<file path="src/rtl/window_3x3_gen.sv">
// 3x3 neighbourhood window generator: two line buffers feed a shifting 3x3 register array.
// Latency: the window completed by pixel (r,c) is on p0..p8 the cycle after its accepting edge.
// Backpressure: none; every pix_valid pixel is consumed, and the outputs hold while idle.
module window_3x3_gen #(
    parameter int IMG_W = 128,
    parameter int IMG_H = 128,
    parameter int DW    = 8
) (
    input  logic                     clk,
    input  logic                     rst,
    input  logic [DW-1:0]            pix_in,
    input  logic                     pix_valid,
    output logic [DW-1:0]            p0,
    output logic [DW-1:0]            p1,
    output logic [DW-1:0]            p2,
    output logic [DW-1:0]            p3,
    output logic [DW-1:0]            p4,
    output logic [DW-1:0]            p5,
    output logic [DW-1:0]            p6,
    output logic [DW-1:0]            p7,
    output logic [DW-1:0]            p8,
    output logic                     win_valid,
    output logic [$clog2(IMG_H)-1:0] win_row,
    output logic [$clog2(IMG_W)-1:0] win_col,
    output logic                     win_last
);
    localparam int CW = $clog2(IMG_W);
    localparam int RW = $clog2(IMG_H);

    // Raster position of the pixel currently presented on pix_in.
    logic [CW-1:0] col;
    logic [RW-1:0] row;

    // lb_top holds row r-2, lb_mid holds row r-1, indexed by column.
    logic [DW-1:0] lb_top [IMG_W];
    logic [DW-1:0] lb_mid [IMG_W];

    logic [DW-1:0] top_rd;
    logic [DW-1:0] mid_rd;
    logic          accept;
    logic          col_end;
    logic          row_end;
    logic          interior;

    assign accept   = pix_valid && !rst;
    assign col_end  = (col == CW'(IMG_W - 1));
    assign row_end  = (row == RW'(IMG_H - 1));
    // Windows touching rows 0-1 carry stale line-buffer data; columns 0-1 wrap from the previous row.
    assign interior = (row >= RW'(2)) && (col >= CW'(2));

    // Combinational read sees the value before this cycle's write lands (read-before-write).
    assign top_rd = lb_top[col];
    assign mid_rd = lb_mid[col];

    // Column/row counters advance only on accepted pixels; a row wrap starts the next frame.
    always_ff @(posedge clk) begin
        if (rst) begin
            col <= '0;
            row <= '0;
        end else if (pix_valid) begin
            if (col_end) begin
                col <= '0;
                row <= row_end ? '0 : row + RW'(1);
            end else begin
                col <= col + CW'(1);
            end
        end
    end

    // Line buffers roll down one row per column: mid moves to top, the new pixel goes to mid.
    always_ff @(posedge clk) begin
        if (accept) begin
            lb_top[col] <= mid_rd;
            lb_mid[col] <= pix_in;
        end
    end

    // Window shift and emission; strobes are single-cycle, data and coordinates hold while idle.
    always_ff @(posedge clk) begin
        if (rst) begin
            p0        <= '0;
            p1        <= '0;
            p2        <= '0;
            p3        <= '0;
            p4        <= '0;
            p5        <= '0;
            p6        <= '0;
            p7        <= '0;
            p8        <= '0;
            win_valid <= 1'b0;
            win_last  <= 1'b0;
            win_row   <= '0;
            win_col   <= '0;
        end else begin
            win_valid <= 1'b0;
            win_last  <= 1'b0;
            if (pix_valid) begin
                p0 <= p1;
                p1 <= p2;
                p2 <= top_rd;
                p3 <= p4;
                p4 <= p5;
                p5 <= mid_rd;
                p6 <= p7;
                p7 <= p8;
                p8 <= pix_in;
                if (interior) begin
                    win_valid <= 1'b1;
                    win_last  <= row_end && col_end;
                    win_row   <= row - RW'(1);
                    win_col   <= col - CW'(1);
                end
            end
        end
    end

endmodule

</file>
<file path="config.mk">
export PLATFORM = sky130hd
export DESIGN_NAME = window_3x3_gen
export DESIGN_NICKNAME = d
export VERILOG_FILES = /design/src/rtl/window_3x3_gen.sv
export SDC_FILE = /design/constraint.sdc
export NUM_CORES = 2
export LEC_CHECK = 0
export BUFFER_PORTS_ARGS = -buffer_cell sky130_fd_sc_hd__buf_4
export CORE_ASPECT_RATIO = 0.5
export CORE_MARGIN = 2
export CORE_UTILIZATION = 55
export CTS_BUF_LIST = sky130_fd_sc_hd__clkbuf_4 sky130_fd_sc_hd__clkbuf_8
export DETAILED_ROUTE_END_ITERATION = 7
export PLACE_DENSITY = 0.85
export REMOVE_ABC_BUFFERS = 1
export SYNTH_ARGS = -nofsm -noshare
export SYNTH_HDL_FRONTEND = slang
export SYNTH_SLANG_ARGS = --single-unit
</file>
<file path="constraint.sdc">
create_clock -name clk -period 7.55 [get_ports clk]
set_input_delay 2.265 -clock clk [delete_from_list [all_inputs] [get_ports clk]]
set_output_delay 2.265 -clock clk [all_outputs]
set_load 0.01 [all_outputs]
</file>
# After elaboration in Yosys (flattened, before gate mapping)
# Memories as Yosys holds them, arrays and structs flattened. A register that Yosys moved wholly into a read port is not among the register bits.
# Cells that the tools add are included.
# totals
mem_bits_rw	2048
memories	2
register_bits	94
out_inout_bits	88
inputBits	11
# op_classes
n_addsub	4
n_lt_le_gt_ge	2
n_eq_ne	2
bitwise_logic	2
muxes	7
n_reduce_logical	8
# mem_list
memory	depth	word_bits	rd	rd_ports_with_merged_regs	write_ports	line	text
lb_mid	128	8	1	1	1	36	logic [DW-1:0] lb_mid [IMG_W];
lb_top	128	8	1	1	1	35	logic [DW-1:0] lb_top [IMG_W];
# op_table
cell	n
2-to-1 mux 7 bit	4
adder 7 x 1 -> 7 bit (second input constant)	2
equality test 7 bit (second input constant)	2
>= comparator 7 x 2 -> 1 bit (second input constant)	2
subtractor 7 x 1 -> 7 bit (second input constant)	2
AND reduction 2 bit	2
logical AND 1 bit	3
2-to-1 mux 1 bit	3
OR reduction 3 bit	1
NOT 1 bit	2
OR reduction 2 bit	1
logical NOT 1 bit	1

# Depth between registers and ports, before layout
# depth
depth_word	4
depth_mapped	13
depth_no_buf	8

# Worst setup path after synthesis
# No wires, ideal clock.
# synth_path
path_type	register to register
startpoint	reg (tool-made name)
endpoint	mem lb_top[0][0], data pin
path_slack_ps	-104
arrival_ps	6501
synth_period_minus_slack_ps	7654
setup_ps	1153
path_stages_with_launch	12
t_required_ps	6397
path_cell_list	dfxtp_1 > buf_6 > buf_12 > buf_12 > buf_12 > buf_12 > mux2i_1 > o221ai_2 > nand2_1 > a21oi_2 > o22ai_1 > nor3_1
# synth_rtl
item	line
end: declaration	35

==> results by group <==
Synthesis
  – Synthesized area per cell: 18.8 sq um
  – Flop and latch count out of synthesis: 2157
  – Yosys warns: 0
  – Dominant register cell in the synthesized netlist: edfxtp_1
  – Basic-gate share of the synthesized area counting and, or, nand and nor cells: 4.08%
  – Mux share of post-synthesis cell area: 8.92%
  – Cell count after synthesis: 4411
  – Compound-gate portion of the synthesized area: 7.52%
  – Area share of xor/xnor cells in the synthesized design: 0.233%
  – Post-synthesis adder-cell area fraction: 0.0907%
  – Number of unique standard cell types used by synthesis: 96
  – Proportion of synthesized chip area in sequential cells: 76.9%
  – Number of enable-type register cells in the synthesized netlist: 2048
  – Async S/R FF share, synth: 0%
  – Cell area after technology mapping: 82800 sq um
  – Combinational family with the most area after synthesis: multiplexers

STA
  – Slew Limit Headroom: -1.57%
  – Fin Setup TNS: 0 ns
  – Setup violators final: 0
  – Worst slew pin tran: 1.51 ns
  – Achievable Freq: 188 MHz
  – Ratio of final minimum period to clock period: 70.5%
  – Setup repair after global routing missed its margin: no
  – Final Max Slew Viols: 2
  – Final clock skew: 0.0985 ns
  – Final number of hold-violating endpoints: 0
  – Min cycle time layout: 5.32 ns

Setup path
  – Ordered list of cells on the worst path: buf_4 -> nor2b_1 -> a22oi_1 -> a21oi_1 -> nor4_2 -> nor2_4 -> buf_4
  – Slowest cell on crit path: nor2b_1
  – Most Frequent Cell on Critical Path: buf_4
  – Worst path required time: 8.18 ns
  – Buffering stage count on the worst path with inverters included: 2
  – Internal reg-to-reg setup slack: 2.23 ns
  – Critical setup path kind: flop to flop
  – Endpoint class of the critical path: flop
  – Worst Setup Start Kind: flop
  – Longest individual stage delay on the worst path: 1.12 ns
  – Data arrival, critical path: 5.95 ns
  – Crit-path leading delay family: simple AND/OR/NAND/NOR gates
  – Max Fanout on Critical Path: 88

Place
  – HPWL after detailed placement: 138 mm
  – Count of port buffers added during placement: 98
  – Weighted congestion at the end of routability-driven global placement: 0.989
  – Standard cell area after detailed placement: 86200 sq um

Finish
  – Area added between synthesis and finish: 11.1%
  – Commonest cells after routing, fill and taps aside: 2048 x edfxtp_1, 316 x clkbuf_8, 310 x buf_4
  – Final core area utilization: 61.7%
  – Finished layout cell area: 91900 sq um
  – Most common cell after layout, fill and taps aside: edfxtp_1
  – Ratio of cells with drive above 1 in the final layout: 22.7%
  – Final-stage net count: 4764

Status
  – Status: complete, but fails checks
  – Violated checks: max-capacitance violations, max-slew violations

Power and ir drop
  – Reported leakage power: 0.0290 uW
  – Worst-case vdd ir drop: 0.251 mV
  – Pwr Density: 258 nW/um^2

Global routing
  – Pin count of the biggest net entering global routing: 129
  – Total overflow reported by the global router: 0
  – Wire length of the first global-routing pass: 333 mm
  – Total track usage: 30.2%
  – Antenna violations before repair: 11
  – Number of global-route vias before repair: 47.8k

Clock network
  – Number of H-tree branching levels: 5
  – Root Buffer: clkbuf_8
  – Clock transition at path regs: 0.07 ns
  – Number of buffers created by CTS: 306
  – Total of cells resized after clock tree synthesis: 0
  – Clock Sinks: 2157
  – CTS tree: done
  – Hold bufs inserted after CTS: 0
  – Skew-Pair Late Insertion Delay: 1.05 ns
  – Setup fix buffers added after clock tree synthesis: 0
  – Clk buf depth: 4

Hold path
  – Path type of the worst min-delay path: flop to flop
  – Hold wc startpoint: p6[1]

Detailed routing
  – Routed WL per cell: 33.9 microns
  – Vias per cell: 7.00
  – Total via count after detailed routing: 48.8k
  – Detailed-route DRC error count: 0
  – First-iteration detailed-routing DRC count: 8778
  – Detailed-route wire length: 236 mm
  – 1st-pass router iterations: 7
  – Antenna Violating Nets Remaining: 0

Floorplan
  – Standard cell core area: 149000 sq um
  – Ports: 99
  – Initial cell density of the core: 55.5%
  – Die area: 154000 sq um
  – Die extent in x: 553 microns
  – Site row count: 100
  – Vert. Die Dim: 278 microns

Flow run
  – Maximum capacitance violations: 2
-- path summary, 6_finish.rpt --
check	depth (start not counted)	end
worst min register to register	2	p6[1]
worst max register to register	7	lb_top[17][6]
worst max-delay path	7	lb_top[17][6]
worst min-delay path	2	p6[1]
-- worst reg2reg max path, stage by stage (launching register included) --
cell,delay [ns]
dfxtp_2,0.38
buf_4,0.54
nor2b_1,1.17
a22oi_1,0.19
a21oi_1,0.54
nor4_2,0.24
nor2_4,0.88
buf_4,0.96
-- sequential cells by signal, indices dropped and copies added, names as in the netlist, named ones only --
| register | cells |
|---|---|
| col | 7 |
| lb_mid | 1024 |
| lb_top | 1024 |
| p0 | 8 |
| p1 | 8 |
| p2 | 8 |
| p3 | 8 |
| p4 | 8 |
| p5 | 8 |
| p6 | 8 |
| p7 | 8 |
| p8 | 8 |
| row | 7 |
| win_col | 7 |
| win_last | 1 |
| win_row | 7 |
| win_valid | 1 |
-- cells in the mapped netlist, drive strengths merged (17+ instances only) --
cell,instances,area (sq um)
and3,23,144
nor3,31,166
dfxtp,109,2180
nor2b,24,150
nor2,256,963
mux2,47,529
a221oi,59,517
a22o,49,429
a21oi,72,364
nand4,20,125
and4,17,151
o21ai,34,170
a2111oi,24,241
mux2i,187,1870
nand2b,20,125
mux4,221,4980
and4b,20,200
o22ai,45,294
clkbuf,90,343
a41oi,20,175
a31oi,46,288
nand2,115,432
a22oi,269,2020
nor4,22,144
a211oi,23,173
o221ai,50,494
edfxtp,2048,61500
nand3,38,195
buf,207,1430
-- cells by family (layout without fill, tap and decap cells) --
| family | count (synthesis) | after routing |
|---|---|---|
| AO/OA/AOI/OAI | 807 | 807 |
| XOR/XNOR | 22 | 22 |
| adder cells (fa/ha/maj) | 6 | 6 |
| buffers and inverters | 311 | 857 |
| flip-flops | 2157 | 2157 |
| multiplexers | 455 | 455 |
| other | 0 | 21 |
| AND/OR/NAND/NOR | 653 | 653 |
-- per-layer routing --
metal | global-route usage, % | wire length, microns | share of wire [%] | vias up
met5 | 1.95 | 439 | 0.19 | -
met4 | 18.7 | 16700 | 7.1 | 14
met3 | 12.3 | 41200 | 17 | 1099
met2 | 45.0 | 104000 | 44 | 4928
met1 | 36.9 | 73800 | 31 | 23800
li1 | - | - | - | 18900
-- metrics by stage --
step | worst slack [ns] | hold slack [ns] | total power (uW) | cells
2_1_floorplan | -10.32 | 0.507 | 14600 | 4114
3_3_place_gp | 2.30 | 0.474 | 15100 | 6428
3_5_place_dp | 2.24 | 0.487 | 15100 | 6428
4_1_cts | 2.64 | 0.505 | 23600 | 6946
5_1_grt | 2.28 | 0.523 | 24200 | 6950
6_report | 2.23 | 0.499 | 23700 | 6967
-- layout make-up --
type / instances / area [sq um]
diodes: 21 / 52.6
clock buffers: 421 / 5140
clock inverters: 97 / 493
fillers: 9339 / 57100
inverters: 14 / 52.6
multi-input cells: 1943 / 17400
flip-flops and latches: 2157 / 63700
well taps: 1989 / 2490
repair buffers: 325 / 2630
-- where the power goes --
group          internal, uW  leakage (uW)  switching, uW  total, uW
logic                   472       0.00667           1120       1590
clock network          4460       0.00298           4310       8770
registers             13300        0.0193           70.7      13400
No activity file was read; power rests on OpenSTA's default activity.
